$ cat src/rtl/spi_bitmap_writer.sv
// SPI mode-0 slave front end: oversamples the SPI pins in the pixel clock domain,
// assembles MSB-first bytes and turns them into bitmap RAM writes or command strobes.
module spi_bitmap_writer #(
  parameter int WIDTH      = 128,
  parameter int HEIGHT     = 96,
  parameter int DEPTH      = WIDTH * HEIGHT / 8,
  parameter int ADDR_WIDTH = 11
) (
  input  logic                  Clock,
  input  logic                  Reset,
  input  logic                  CS_i,
  input  logic                  SCK_i,
  input  logic                  MOSI_i,
  input  logic                  DC_i,
  output logic                  WriteEnable_o,
  output logic [ADDR_WIDTH-1:0] WriteAddress_o,
  output logic [7:0]            WriteData_o,
  output logic                  CommandValid_o,
  output logic [7:0]            CommandData_o,
  output logic                  FrameDone_o
);

  localparam logic [ADDR_WIDTH-1:0] LAST_ADDR = ADDR_WIDTH'(DEPTH - 1);
  localparam logic [ADDR_WIDTH-1:0] ZERO_ADDR = '0;
  localparam logic [ADDR_WIDTH-1:0] ONE_ADDR  = ADDR_WIDTH'(1);

  logic                  cs_s1_q, cs_s2_q, cs_s3_q;
  logic                  sck_s1_q, sck_s2_q, sck_s3_q;
  logic                  mosi_s1_q, mosi_s2_q;
  logic                  dc_s1_q, dc_s2_q;
  logic [2:0]            bit_cnt_q, bit_cnt_d;
  logic [6:0]            shift_q, shift_d;
  logic [ADDR_WIDTH-1:0] ptr_q, ptr_d;
  logic                  we_q, we_d;
  logic [ADDR_WIDTH-1:0] addr_q, addr_d;
  logic [7:0]            wdata_q, wdata_d;
  logic                  cv_q, cv_d;
  logic [7:0]            cmd_q, cmd_d;
  logic                  frame_q, frame_d;

  logic                  sck_rise_s;
  logic                  cs_fall_s;
  logic [7:0]            byte_s;

  // Byte assembly, pointer management and next-state of the registered strobes
  always_comb begin
    sck_rise_s = sck_s2_q & ~sck_s3_q;
    cs_fall_s  = cs_s3_q & ~cs_s2_q;
    byte_s     = {shift_q, mosi_s2_q};
    bit_cnt_d  = bit_cnt_q;
    shift_d    = shift_q;
    ptr_d      = ptr_q;
    we_d       = 1'b0;
    addr_d     = addr_q;
    wdata_d    = wdata_q;
    cv_d       = 1'b0;
    cmd_d      = cmd_q;
    frame_d    = 1'b0;
    if (cs_fall_s) begin
      bit_cnt_d = 3'd0;
      ptr_d     = ZERO_ADDR;
    end else if (cs_s2_q) begin
      // Deselected: any partial byte is dropped and SCK is ignored
      bit_cnt_d = 3'd0;
    end else if (sck_rise_s) begin
      shift_d   = byte_s[6:0];
      bit_cnt_d = bit_cnt_q + 3'd1;
      if (bit_cnt_q == 3'd7) begin
        if (dc_s2_q) begin
          cv_d  = 1'b1;
          cmd_d = byte_s;
          if (byte_s == 8'h00) begin
            ptr_d = ZERO_ADDR;
          end else begin
            ptr_d = ptr_q;
          end
        end else begin
          we_d    = 1'b1;
          addr_d  = ptr_q;
          wdata_d = byte_s;
          if (ptr_q == LAST_ADDR) begin
            frame_d = 1'b1;
            ptr_d   = ZERO_ADDR;
          end else begin
            frame_d = 1'b0;
            ptr_d   = ptr_q + ONE_ADDR;
          end
        end
      end else begin
        ptr_d = ptr_q;
      end
    end else begin
      bit_cnt_d = bit_cnt_q;
    end
  end

  // Synchronizers and all state; CS stages idle high so reset never looks like a select
  always_ff @(posedge Clock or negedge Reset) begin
    if (!Reset) begin
      cs_s1_q   <= 1'b1;
      cs_s2_q   <= 1'b1;
      cs_s3_q   <= 1'b1;
      sck_s1_q  <= 1'b0;
      sck_s2_q  <= 1'b0;
      sck_s3_q  <= 1'b0;
      mosi_s1_q <= 1'b0;
      mosi_s2_q <= 1'b0;
      dc_s1_q   <= 1'b0;
      dc_s2_q   <= 1'b0;
      bit_cnt_q <= 3'd0;
      shift_q   <= 7'd0;
      ptr_q     <= ZERO_ADDR;
      we_q      <= 1'b0;
      addr_q    <= ZERO_ADDR;
      wdata_q   <= 8'h00;
      cv_q      <= 1'b0;
      cmd_q     <= 8'h00;
      frame_q   <= 1'b0;
    end else begin
      cs_s1_q   <= CS_i;
      cs_s2_q   <= cs_s1_q;
      cs_s3_q   <= cs_s2_q;
      sck_s1_q  <= SCK_i;
      sck_s2_q  <= sck_s1_q;
      sck_s3_q  <= sck_s2_q;
      mosi_s1_q <= MOSI_i;
      mosi_s2_q <= mosi_s1_q;
      dc_s1_q   <= DC_i;
      dc_s2_q   <= dc_s1_q;
      bit_cnt_q <= bit_cnt_d;
      shift_q   <= shift_d;
      ptr_q     <= ptr_d;
      we_q      <= we_d;
      addr_q    <= addr_d;
      wdata_q   <= wdata_d;
      cv_q      <= cv_d;
      cmd_q     <= cmd_d;
      frame_q   <= frame_d;
    end
  end

  assign WriteEnable_o  = we_q;
  assign WriteAddress_o = addr_q;
  assign WriteData_o    = wdata_q;
  assign CommandValid_o = cv_q;
  assign CommandData_o  = cmd_q;
  assign FrameDone_o    = frame_q;

endmodule

$ cat config.mk
export PLATFORM = sky130hd
export DESIGN_NAME = spi_bitmap_writer
export DESIGN_NICKNAME = d
export VERILOG_FILES = /design/src/rtl/spi_bitmap_writer.sv
export SDC_FILE = /design/constraint.sdc
export NUM_CORES = 1
export LEC_CHECK = 0
export BUFFER_PORTS_ARGS = -buffer_cell sky130_fd_sc_hd__buf_2
export CORE_MARGIN = 2
export CORE_UTILIZATION = 50
export DETAILED_ROUTE_END_ITERATION = 8
export GPL_ROUTABILITY_DRIVEN = 0
export PLACE_DENSITY = 0.7
export SETUP_SLACK_MARGIN = 0.3
export SYNTH_ARGS = -nofsm -noshare
export SYNTH_HDL_FRONTEND = slang
export SYNTH_SLANG_ARGS = --single-unit
$ cat constraint.sdc
create_clock -name Clock -period 1.6 [get_ports Clock]
set_input_delay 0.32 -clock Clock [delete_from_list [all_inputs] [get_ports Clock]]
set_output_delay 0.32 -clock Clock [all_outputs]
set_load 0.02 [all_outputs]
# Word level (Yosys, flattened, before mapping)
# Cells that the tools add are included.
totals:
  reg_bits: 61
  input_bits: 6
  output_inout_bits: 30
  word_cells: 65
classes:
  addsub: 2
  n_eq_ne: 4
  mux: 26
  n_bitwise: 6
  n_reduce_logical: 8
op_table:
  columns: ["operator", "count"]
  rows:
  - ["two-way mux 11 bit", 7]
  - ["two-way mux 1 bit", 16]
  - ["adder 11 x 1 -> 11 bit (second input constant)", 1]
  - ["== test 11 bit (second input constant)", 1]
  - ["AND reduction 5 bit", 2]
  - ["two-way mux 3 bit", 3]
  - ["logical NOT 8 bit", 1]
  - ["inverter 1 bit", 4]
  - ["AND reduction 4 bit", 1]
  - ["nonzero test 2 bit", 2]
  - ["adder 3 x 1 -> 3 bit (second input constant)", 1]
  - ["== test 3 bit (second input constant)", 1]
  - ["inequality test 3 x 1 -> 1 bit (second input constant)", 1]
  - ["AND reduction 3 bit", 1]
  - ["nonzero test 3 bit", 1]
  - ["AND 1 bit", 2]
  - ["inequality test 2 x 1 -> 1 bit (second input constant)", 1]

# Longest topological paths before layout
# Gate-level depths: netlist of run 1.
depth:
  ltp_word: 7
  ltp_mapped: 7
  depth_no_buf: 6

# Worst setup path before layout of run 1
# Ideal clock, no wire load.
synth_path:
  kind: "register to register"
  from: "register cs_s2_q"
  to: "register cmd_q[0], in the netlist CommandData_o[0]"
  setup_time_ns: 0.125
  t_arrival_ns: 1.600
  required_time_ns: 1.475
  path_slack_ns: -0.126
  path_stages_with_launch: 5
  path_buffers: 1
  synth_period_minus_slack_ns: 1.726
  cell_sequence: "dfstp_2 nor4b_4 and3_1 buf_6 mux2_4"
synth_between:
  elab_chain_cells: 4
synth_rtl:
  columns: ["element", "line_no", "source"]
  rows:
  - ["start, declared", "27", "logic cs_s1_q, cs_s2_q, cs_s3_q;"]
  - ["start signal, assigned", "121", "cs_s2_q <= cs_s1_q;"]
  - ["inverter 1 bit (no line) (*)", null, null]
  - ["AND 1 bit", "48", "cs_fall_s = cs_s3_q & ~cs_s2_q;"]
  - ["inverter 1 bit (no line)", null, null]
  - ["AND reduction 5 bit (no line) (*)", null, null]
  - ["end signal, assigned", "137", "cmd_q <= cmd_d;"]
  - ["end, declared", "38", "logic [7:0] cmd_q, cmd_d;"]
# Mark *: on every way between the ends. The rest lies on a longest branch, timed or not.
# A chain may end at the register's enable or synchronous reset.

# Worst setup path after layout of run 1
layout_path:
  from: "register shift_q[5]"
  to: "register ptr_q[10]"
layout_between:
  elab_chain_cells: 3
layout_rtl:
  columns: ["element", "line_no", "source"]
  rows:
  - ["start, declared", "32", "logic [6:0] shift_q, shift_d;"]
  - ["start signal, assigned", "131", "shift_q <= shift_d;"]
  - ["logical NOT 8 bit", "72", "if (byte_s == 8'h00) begin"]
  - ["inequality test 3 x 1 -> 1 bit (no line)", null, null]
  - ["AND reduction 4 bit (no line)", null, null]
  - ["end signal, assigned", "132", "ptr_q <= ptr_d;"]
  - ["end, declared", "33", "logic [ADDR_WIDTH-1:0] ptr_q, ptr_d;"]
# Every way passes these cells.

==> flow_summary.ini, run 1 <==
[yosys]
yosysSeqAreaShare_pct = 61.5
synth_top_area_cell = dfrtp_1
synth_top_area_share_pct = 58.4
syn_inst = 210
synthFlopType = dfrtp_1
synth_edf_count = 0
synth_area_mm2 = 0.00249
avgSynthCellArea_um2 = 11.8
yosysUniqueCellTypes = 39
synthesis.nets = 219
async_flop_share_pct = 100
netlist_top_cells_area = dfrtp_1 58%, nand2_1 9.2%, mux2_4 4.8%
synth-seq-cells = 61
yosysWarnings = 0

[detailed_routing]
ant_nets = 0
firstDrtPassIters = 4
via_per_inst = 5.42
drc_errors = 0
vias = 2023
wl_per_cell_um = 17.2
routed_wl_mm = 6.41
drt_iter0_markers = 156

[die]
start_util_pct = 52.3
placement_rows = 25
ioPinCount = 36
die_y_um = 74.5
die_w_um = 74.5
die_area_mm2 = 0.00555
core_mm2 = 0.00475

[global_routing]
grt_pass1_wl_mm = 9.43
grt_pass1_vias = 1926
grt_max_degree = 62
antenna_found_initial = 0
grt-ovfl-total = 0
grt_use_total_pct = 23.7

[layout]
stdcell_area_mm2 = 0.00372
final_cells = 373
num_antenna_cells = 0
fin_nets = 310
multiInputGateArea_mm2 = 0.00119
register_area_mm2 = 0.00153
nFillCells = 297
drive_gt1_share_pct = 59.2
synthToLayoutAreaGrowth_pct = 49.4

[clocking]
cts_root_buf = clkbuf_8
clk_pin_slew_ns = 0.07
cts_tree = done
clkSinkCount = 61
htreeDepth = 3
insertion_delay_ns = 0.35
cts_buffers = 9
clockBufferDepth = 2

[placement]
portBuffers = 35
dp_cells = 340
hpwl_mm = 3.29
place_area_mm2 = 0.00304

[setup_path]
crit_type = register to register
crit_required_ns = 1.83
endpoint = ptr_q[10]
path_cells = nor4_2, buf_4, a21oi_2, or2_4, a221o_1
path_buf_inv = 1
path_max_fanout = 5
startpoint_type = register
r2r_cells = 5
reg2reg_slack_ns = -0.1
crit_family = simple AND/OR/NAND/NOR gates
slowest_stage = dfrtp_1
worstReg2RegStart = shift_q[5]
end_kind = register
critPathMaxStageDelay_ns = 0.40
reg2reg_to = ptr_q[10]
arrival_ns = 1.92
cp.depth = 5
cp-startpoint = shift_q[5]

[sta]
period_share_pct = 106
setup_viol = 13
tightest_slew_ns = 0.360
fin_skew_ns = 0.0117
final_max_slew_viol_count = 0
relSlewSlack_pct = 75.8
timing_hold_violations_final = 0
timing.fmax_ghz = 0.589
fin_ws_ns = -0.0968
finalCriticalPeriod_ns = 1.70
rsz0062_at_grt = true
finalSetupTns_ns = -0.378
whs_ns = 0.0727

[status]
violations = negative setup slack
status = complete, but fails checks

[power]
power.total_mw = 3.51
p_leak_nw = 1.99
ir_worst_vdd_mv = 0.623
power.density_mw_per_mm2 = 944

[job]
cap_violations = 0

[hold_path]
hp-class = primary input to register
-- stage by stage --
| step | utilization, % | setup slack (ns) |
|---|---|---|
| 2_1_floorplan | - | -0.120 |
| 3_3_place_gp | 63.9 | -0.0990 |
| 3_5_place_dp | 63.9 | -0.110 |
| 4_1_cts | 75.5 | -0.0397 |
| 5_1_grt | 78.2 | -0.165 |
| 6_report | 78.2 | -0.0968 |
-- area by class of cell --
type	instances	area share (%)
timing repair buffer	86	18.3
inverter	2	0.404
multi-input combinational	141	32.1
clock inverter	3	1.18
sequential	61	41.2
clock buffer	13	4.55
tap	67	2.26
-- registers in the layout, indices dropped and copies added, names as in the netlist --
signal and cells:
WriteAddress_o 11, ptr_q 11, CommandData_o 8, WriteData_o 8, shift_q 7, bit_cnt_q 3
CommandValid_o 1, FrameDone_o 1, WriteEnable_o 1, cs_s1_q 1, cs_s2_q 1, cs_s3_q 1
dc_s1_q 1, dc_s2_q 1, mosi_s1_q 1, mosi_s2_q 1, sck_s1_q 1, sck_s2_q 1
sck_s3_q 1
-- synthesized netlist by cell type (3+ instances only) --
library cell  instances
and3_1                4
nand4_1               4
mux2_2                7
mux2_4                8
o21ai_0               4
nand2b_1              3
and4_1                4
dfrtp_1              58
nand2_1              61
nor3_1                6
nand3_1               4
a21oi_1               4
nor2_1                4
ha_1                  3
dfstp_2               3
-- layer usage --
layer	global-route usage, %	wire length (um)	up-vias
met5	0	0	-
met4	14.3	180	0
met3	6.64	281	19
met2	34.7	3220	64
met1	31.5	2730	1027
li1	-	-	913
-- placed cells by master, fill, tap and decap left out, types with 4 or more instances in the layout --
| master | instances |
|---|---|
| dfrtp_1 | 58 |
| buf_4 | 31 |
| mux2_4 | 15 |
| nand2_1 | 23 |
| buf_8 | 4 |
| and4_1 | 4 |
| buf_2 | 35 |
| nand3_1 | 4 |
| nand4_1 | 4 |
| buf_6 | 12 |
| clkbuf_8 | 12 |
| o21ai_2 | 4 |
| nand2_4 | 10 |
| nand2_2 | 29 |
| nor3_1 | 4 |
| and3_1 | 4 |
-- kinds of logic (layout without fill, tap and decap cells) --
group / count (synthesis) / count (layout) / synth area share, %
flip-flops: 61 / 61 / 61.5
XOR/XNOR: 2 / 2 / 0.704
AO/OA/AOI/OAI: 20 / 20 / 5.89
multiplexers: 17 / 17 / 8.80
AND/OR/NAND/NOR: 99 / 99 / 19.7
buffers and inverters: 8 / 104 / 1.91
adder cells (fa/ha/maj): 3 / 3 / 1.51
-- worst min-delay path by stage --
| stage | from | end | cells after the start |
|---|---|---|---|
| 2_1_floorplan | Reset | CommandData_o[0] | 0 |
| 3_3_place_gp | mosi_s1_q | mosi_s2_q | 0 |
| 3_5_place_dp | dc_s1_q | dc_s2_q | 0 |
| 4_1_cts | SCK_i | sck_s1_q | 1 |
| 5_1_grt | SCK_i | sck_s1_q | 1 |
| 6_report | SCK_i | sck_s1_q | 1 |
-- power by group --
part	total [mW]	internal, mW	switching, mW
clock network	1.47	0.848	0.619
registers	1.65	1.61	0.0472
logic	0.387	0.208	0.179
-- timing repair --
action,CTS,global route
endpoints found under the hold margin,58,0
gates cloned,3,0
setup buffers,10,3
pin swaps,38,26
endpoints found under the setup margin,46,47
hold buffers,1,0
resized for setup,67,28
No activity file was read; power rests on OpenSTA's default activity.
==> run 2, diff against run 1 <==
- REMOVE_ABC_BUFFERS: unset -> 1
==> run 2 against run 1 <==
  * The run still ends with negative setup slack left
  * Non-clock buffer count up 4
  * Cell count up 1.1%
  * Fmax rose by 1.7%
  * Die area is the same
  * Clock power rose by 3%
  * Largest power group unchanged
==> flow_summary.ini, run 2 (synthesis gave the netlist of run 1 again) <==
[status]
status = complete, but fails checks
violations = negative setup slack

[setup_path]
r2r_cells = 7
path_cells = ha_2, ha_4, buf_4, nand3b_4, buf_6, nor2_1, a221o_1
crit_type = register to register
slowest_stage = dfrtp_1
crit_family = flip-flops
cp-startpoint = bit_cnt_q[0]
worstReg2RegStart = bit_cnt_q[0]
reg2reg_slack_ns = -0.07
critPathMaxStageDelay_ns = 0.39
path_buf_inv = 2
startpoint_type = register
arrival_ns = 1.89
reg2reg_to = ptr_q[10]
end_kind = register
path_max_fanout = 5
crit_required_ns = 1.82
cp.depth = 7

[global_routing]
grt_pass1_wl_mm = 8.82
antenna_found_initial = 0
grt_use_total_pct = 22.0
grt-ovfl-total = 0
grt_pass1_vias = 1961
grt_max_degree = 37

[clocking]
cts_tree = done
insertion_delay_ns = 0.35
htreeDepth = 3
clockBufferDepth = 2
cts_buffers = 9
clk_pin_slew_ns = 0.07
clkSinkCount = 61
cts_root_buf = clkbuf_8

[hold_path]
min_path_cells = 1
min_to = cs_s1_q
hold_start = CS_i
hp-class = primary input to register

[detailed_routing]
wl_per_cell_um = 16.0
via_per_inst = 5.19
ant_nets = 0
vias = 1958
drt_iter0_markers = 174
routed_wl_mm = 6.01
drc_errors = 0
firstDrtPassIters = 4

[die]
core_mm2 = 0.00475
ioPinCount = 36
die_y_um = 74.5
placement_rows = 25
die_area_mm2 = 0.00555
die_w_um = 74.5
start_util_pct = 52.3

[layout]
drive_gt1_share_pct = 54.2
fin_nets = 314
nFillCells = 294
stdcell_area_mm2 = 0.00367
num_antenna_cells = 0
final_common_cell = dfrtp_1
synthToLayoutAreaGrowth_pct = 47.7
layout_common_cells = 58 x dfrtp_1, 39 x buf_4, 37 x nand2_1

[placement]
place_area_mm2 = 0.00299
portBuffers = 35
place_ws_ns = -0.138
hpwl_mm = 3.34

[sta]
relSlewSlack_pct = 70.2
setup_viol = 1
final_max_slew_viol_count = 0
tightest_slew_ns = 0.446
whs_ns = 0.0684
timing_hold_violations_final = 0
fin_skew_ns = 0.00946
fin_ws_ns = -0.0687
rsz0062_at_grt = true
finalSetupTns_ns = -0.0687
period_share_pct = 104
timing.fmax_ghz = 0.599
finalCriticalPeriod_ns = 1.67

[power]
p_leak_nw = 2.06
ir_worst_vdd_mv = 0.607
power.density_mw_per_mm2 = 968

[job]
cap_violations = 0
run 2: how the worst max path moves through the flow:
stage / end
after floorplan: CommandData_o[0]
after global placement: ptr_q[10]
after detailed placement: ptr_q[10]
after CTS: ptr_q[10]
after global routing: ptr_q[10]
final: ptr_q[10]
run 2: cell type report:
class | instances | area [um2] | share of cell area, %
Inverter | 2 | 15.0 | 0.409
Multi-Input combinational cell | 141 | 1130 | 30.7
Clock inverter | 7 | 97.6 | 2.66
Sequential cell | 61 | 1530 | 41.6
Timing Repair Buffer | 90 | 694 | 18.9
Tap cell | 67 | 83.8 | 2.28
Clock buffer | 9 | 124 | 3.37
run 2: metrics by stage:
step           power (mW)  cells  utilization [%]
5_1_grt              3.69    377             77.3
3_5_place_dp         1.96    344             62.9
2_1_floorplan        1.77    204                -
3_3_place_gp         1.95    344             62.9
4_1_cts              3.55    370             73.5
6_report             3.56    377             77.3
run 2: where the power goes:
group,switching (mW),internal [mW],total [mW]
clock network,0.634,0.880,1.51
logic,0.164,0.223,0.386
registers,0.0506,1.61,1.66
total,0.848,2.71,3.56
run 2: metal layers:
layer  global-route usage, %  part of all wire, %  vias up
met4                    12.3                  1.9        0
li1                        -                    -      925
met1                    27.1                   41      965
met5                       0                    0        -
met3                    5.96                  4.6       10
met2                    35.0                   53       58
run 2: what timing repair did:
item,CTS,global route
cloned,0,3
gates resized for setup,61,22
hold buffers,1,0
pin swaps,15,8
hold endpoints to repair,25,0
setup endpoints to repair,48,47
buffers inserted,9,4
